### src/rtl/uart_pkg.sv
// Shared UART definitions used by both the receiver and the transmitter.
// Frame geometry and receiver state encoding live here.
package uart_pkg;

    localparam int   UART_DATA_BITS  = 8;
    localparam logic UART_IDLE_LEVEL = 1'b1;

    typedef enum logic [2:0] {
        IDLE,
        START,
        DATA,
        STOP,
        BREAK
    } rx_state_t;

endpackage

### src/rtl/uart_rx_sync.sv
// Two-flop synchronizer for the asynchronous serial line.
// Resets to the idle level so a reset never looks like a start bit.
module uart_rx_sync
    import uart_pkg::*;
(
    input  logic clk,
    input  logic reset,
    input  logic d,
    output logic q
);

    logic meta_q;
    logic sync_q;

    always_ff @(posedge clk or posedge reset) begin
        if (reset) begin
            meta_q <= UART_IDLE_LEVEL;
            sync_q <= UART_IDLE_LEVEL;
        end else begin
            meta_q <= d;
            sync_q <= meta_q;
        end
    end

    assign q = sync_q;

endmodule

### src/rtl/uart_rx_fsm.sv
// 8N1 UART receiver: midpoint sampling from a clock-count bit period,
// one-cycle valid strobe per good byte and a framing-error strobe.
module uart_rx_fsm
    import uart_pkg::*;
#(
    parameter int CLKS_PER_BIT = 16,
    parameter int CNT_W        = $clog2(CLKS_PER_BIT)
) (
    input  logic       clk,
    input  logic       reset,
    input  logic       rx_serial,
    output logic [7:0] rx_data,
    output logic       rx_valid,
    output logic       rx_frame_err,
    output logic       rx_busy
);

    localparam logic [CNT_W-1:0] HALF_CNT = CNT_W'(CLKS_PER_BIT / 2 - 1);
    localparam logic [CNT_W-1:0] LAST_CNT = CNT_W'(CLKS_PER_BIT - 1);
    localparam logic [2:0]       LAST_BIT = 3'(UART_DATA_BITS - 1);

    logic rx_s;

    rx_state_t        state_q, state_d;
    logic [CNT_W-1:0] cnt_q, cnt_d;
    logic [2:0]       bit_idx_q, bit_idx_d;
    logic [7:0]       shift_q, shift_d;
    logic [7:0]       data_q, data_d;
    logic             valid_q, valid_d;
    logic             ferr_q, ferr_d;

    uart_rx_sync u_sync (
        .clk   (clk),
        .reset (reset),
        .d     (rx_serial),
        .q     (rx_s)
    );

    always_ff @(posedge clk or posedge reset) begin
        if (reset) begin
            state_q   <= IDLE;
            cnt_q     <= '0;
            bit_idx_q <= '0;
            shift_q   <= '0;
            data_q    <= '0;
            valid_q   <= 1'b0;
            ferr_q    <= 1'b0;
        end else begin
            state_q   <= state_d;
            cnt_q     <= cnt_d;
            bit_idx_q <= bit_idx_d;
            shift_q   <= shift_d;
            data_q    <= data_d;
            valid_q   <= valid_d;
            ferr_q    <= ferr_d;
        end
    end

    always_comb begin
        state_d   = state_q;
        cnt_d     = cnt_q;
        bit_idx_d = bit_idx_q;
        shift_d   = shift_q;
        data_d    = data_q;
        valid_d   = 1'b0;
        ferr_d    = 1'b0;
        unique case (state_q)
            IDLE: begin
                if (rx_s != UART_IDLE_LEVEL) begin
                    state_d = START;
                    cnt_d   = '0;
                end
            end
            START: begin
                if (cnt_q == HALF_CNT) begin
                    cnt_d = '0;
                    // A start bit that is gone by mid-bit was a glitch.
                    if (rx_s != UART_IDLE_LEVEL) begin
                        state_d   = DATA;
                        bit_idx_d = '0;
                    end else begin
                        state_d = IDLE;
                    end
                end else begin
                    cnt_d = cnt_q + CNT_W'(1);
                end
            end
            DATA: begin
                if (cnt_q == LAST_CNT) begin
                    cnt_d   = '0;
                    shift_d = {rx_s, shift_q[7:1]};
                    if (bit_idx_q == LAST_BIT) begin
                        state_d = STOP;
                    end else begin
                        bit_idx_d = bit_idx_q + 3'd1;
                    end
                end else begin
                    cnt_d = cnt_q + CNT_W'(1);
                end
            end
            STOP: begin
                if (cnt_q == LAST_CNT) begin
                    cnt_d = '0;
                    if (rx_s == UART_IDLE_LEVEL) begin
                        data_d  = shift_q;
                        valid_d = 1'b1;
                        state_d = IDLE;
                    end else begin
                        ferr_d  = 1'b1;
                        state_d = BREAK;
                    end
                end else begin
                    cnt_d = cnt_q + CNT_W'(1);
                end
            end
            BREAK: begin
                // Wait out a held-low line so it is not mistaken for a start.
                if (rx_s == UART_IDLE_LEVEL) begin
                    state_d = IDLE;
                end
            end
            default: begin
                state_d = IDLE;
            end
        endcase
    end

    assign rx_data      = data_q;
    assign rx_valid     = valid_q;
    assign rx_frame_err = ferr_q;
    assign rx_busy      = (state_q != IDLE);

endmodule

### config.mk
export PLATFORM = sky130hd
export DESIGN_NAME = uart_rx_fsm
export DESIGN_NICKNAME = d
export VERILOG_FILES = /design/src/rtl/uart_pkg.sv /design/src/rtl/uart_rx_sync.sv /design/src/rtl/uart_rx_fsm.sv
export SDC_FILE = /design/constraint.sdc
export NUM_CORES = 1
export LEC_CHECK = 0
export ABC_CLOCK_PERIOD_IN_PS = 2500
export CAP_MARGIN = 20
export CELL_PAD_IN_SITES_DETAIL_PLACEMENT = 0
export CELL_PAD_IN_SITES_GLOBAL_PLACEMENT = 1
export CORE_ASPECT_RATIO = 0.8
export CORE_UTILIZATION = 40
export CTS_CLUSTER_DIAMETER = 100
export DETAILED_ROUTE_END_ITERATION = 12
export DONT_BUFFER_PORTS = 1
export MAX_ROUTING_LAYER = met4
export PLACE_DENSITY = 0.62
export SYNTH_ARGS = -nofsm -noshare
export SYNTH_HDL_FRONTEND = slang
export SYNTH_HIERARCHICAL = 1
export SYNTH_SLANG_ARGS = --single-unit
### constraint.sdc
create_clock -name clk -period 2.5 [get_ports clk]
set_clock_uncertainty 0.1 [all_clocks]
set_input_delay 0.375 -clock clk [delete_from_list [all_inputs] [get_ports clk]]
set_output_delay 0.375 -clock clk [all_outputs]
set_load 0.01 [all_outputs]
==> impl_metrics.json <==
{
  "status": "complete, no violations",
  "worst_slew_pin_slew_ns": 0.478,
  "slew_headroom_pct": 68.1,
  "ys_types": 32,
  "cp.required_ns": 2.61,
  "cpPeakStageDelay_ns": 0.52,
  "routed_via_density": 5.18,
  "wl_per_cell_um": 14.7,
  "rsz0062_at_grt": "false",
  "gr-usage-met3_pct": 6.14,
  "ys_seq_elements": 30,
  "syn_area_sq_um": 1340,
  "arrival_ns": 2.13,
  "die_area_sq_um": 3590,
  "yosys_warnings": 6,
  "synth_area_leaders": "dfrtp_1, mux2_2, dfstp_2",
  "worst_slack_ns": 0.479,
  "grt_max_degree": 29,
  "die_x_um": 66.7,
  "nNetsFinal": 118,
  "yosysTopAreaCellShare_pct": 52.3,
  "synth_commonest_cells": "dfrtp_1, mux2_2, nor2_1",
  "gp_congestion": 0.683,
  "clock.fmax_mhz": 495,
  "crit_path_top_delay_cell": "or4b_4",
  "final_layout_size_suffix_gt1_share_pct": 31.0,
  "grt_first_pass_wirelength_um": 3720,
  "clock-sinks": 30,
  "diodes": 0,
  "use_met1_pct": 19.1,
  "ir_drop_mv": 0.447,
  "drt-total-wl_um": 2250,
  "path_cells": "ha_1 -> ha_1 -> or4b_4 -> nor2_1 -> mux2_2 -> a22o_1",
  "hpwl_um": 1560,
  "synth.largest_area_cell": "dfrtp_1",
  "report.final.slew_viol_count": 0,
  "cp-end-kind": "register",
  "ys_seq_area_share_pct": 56.2,
  "area_delta_synth_final_pct": 10.5,
  "cp_num_buf_inv": 0,
  "finalInstanceArea_sq_um": 1480,
  "drt_iter0_markers": 55,
  "power_mw": 1.35,
  "drtAntennaViolNets": 0,
  "synth_edf_count": 0,
  "power_density_nw_per_um2": 912,
  "overflow": 0,
  "cts-resized-gates": 0,
  "dr.pass1.iters": 4,
  "synth.most_common_cell": "dfrtp_1",
  "syn_avg_cell_area_sq_um": 12.6,
  "critical_path.max_fanout": 4,
  "num_io_pins": 14,
  "start_kind": "register",
  "cts.root.buffer_cell": "clkbuf_8",
  "cts.path.max_buffers": 2,
  "die_y_um": 53.8,
  "timing.final.crit_share_pct": 80.8,
  "crit_type": "reg -> reg",
  "start_util_pct": 42.8,
  "grtUsageTotal_pct": 15.3,
  "busiest_layer": "met2",
  "vias": 792,
  "synth_nets": 112,
  "grt_pass1_vias": 776,
  "core_sq_um": 3130,
  "hold_class": "reg -> reg",
  "leakagePower_nw": 0.705,
  "final.setup.tns_ns": 0,
  "placed_area_sq_um": 1370,
  "io_buffer_count": 0,
  "finalSetupViolations": 0,
  "drc": 0,
  "use_met2_pct": 21.9,
  "syn_inst": 106,
  "synthFlopType": "dfrtp_1",
  "path_clk_slew_ns": 0.06,
  "cts_tree": "yes",
  "path_delay_family": "simple AND/OR/NAND/NOR gates",
  "hold_viol_final": 0,
  "cpMostUsedCell": "ha_1",
  "cap_violations": 0,
  "fin_crit_ns": 2.02,
  "synthArstFlopShare_pct": 100,
  "antenna_found_initial": 0,
  "pre_cts_slack_ns": 0.497,
  "numCtsBuffers": 5,
  "rows": 18,
  "htreeDepth": 2,
  "clk_latency_ns": 0.28
}
[routing by layer]
layer  wire [um]  share of wire [%]  up-vias
met5           0                  0        -
met2         994                 44       18
li1            -                  -      390
met3         120                5.3        4
met1        1100                 49      380
met4          39                1.7        0
[path summary, 6_finish.rpt]
check | startpoint | endpoint | slack [ns] | cells after the start
max | bit_idx_q[0] | bit_idx_q[0] | 0.48 | 6
min | u_sync/meta_q | u_sync/q | 0.26 | 0
max reg2reg | bit_idx_q[0] | bit_idx_q[0] | 0.48 | 6
min reg2reg | u_sync/meta_q | u_sync/q | 0.26 | 0
max in group asynchronous | reset | rx_data[0] | 1.49 | 3
min in group asynchronous | reset | u_sync/meta_q | 0.49 | 2
[power breakdown]
part / switching [mW] / internal [mW]
Sequential: 0.0967 / 0.559
Clock: 0.166 / 0.224
Combinational: 0.154 / 0.150
Total: 0.417 / 0.933
[flip-flops by register name, indices dropped and copies added (netlist names), 3 cells and up]
name,count
shift_q,8
state_q,3
rx_data,8
bit_idx_q,3
cnt_q,4
[kinds of logic after synthesis]
group                    Yosys count  synth area share (%)
AO/OA/AOI/OAI                     19                  10.1
adder cells (fa/ha/maj)            3                  2.80
buffers and inverters             10                  3.73
flip-flops                        30                  56.2
multiplexers                      18                  15.1
AND/OR/NAND/NOR                   26                  12.0
[per-stage QoR]
stage / utilization [%] / instances / hold slack, ns
2_1_floorplan: - / 106 / 0.187
3_3_place_gp: 43.8 / 143 / 0.191
3_5_place_dp: 43.8 / 143 / 0.198
4_1_cts: 47.3 / 153 / 0.258
5_1_grt: 47.3 / 153 / 0.259
6_report: 47.3 / 153 / 0.257
[final cells by class]
cell class	count	area, sq um
Multi-Input combinational cell	66	537
Clock buffer	8	90.1
Fill cell	281	1650
Sequential cell	30	753
Inverter	6	22.5
Tap cell	40	50.0
Timing Repair Buffer	3	27.5
[timing repair]
action                    in CTS  in global routing
buffers inserted               0                  0
hold endpoints to repair      31                  0
hold buffers                   2                  0
[cell usage in the layout (no fill, tap or decap), types with 2 or more instances in the layout]
master | synthesis | routed
clkbuf_8 | 0 | 6
nor3_1 | 2 | 2
inv_1 | 5 | 5
a21oi_1 | 4 | 4
o21ai_0 | 5 | 5
dfstp_2 | 2 | 2
nor2_1 | 7 | 7
clkbuf_1 | 1 | 2
dfrtp_1 | 28 | 28
dlygate4sd3_1 | 0 | 2
a22o_1 | 4 | 4
a22oi_1 | 2 | 2
ha_1 | 3 | 3
mux2_2 | 18 | 18
nand2_1 | 6 | 6
No activity file was read; power rests on OpenSTA's default activity.
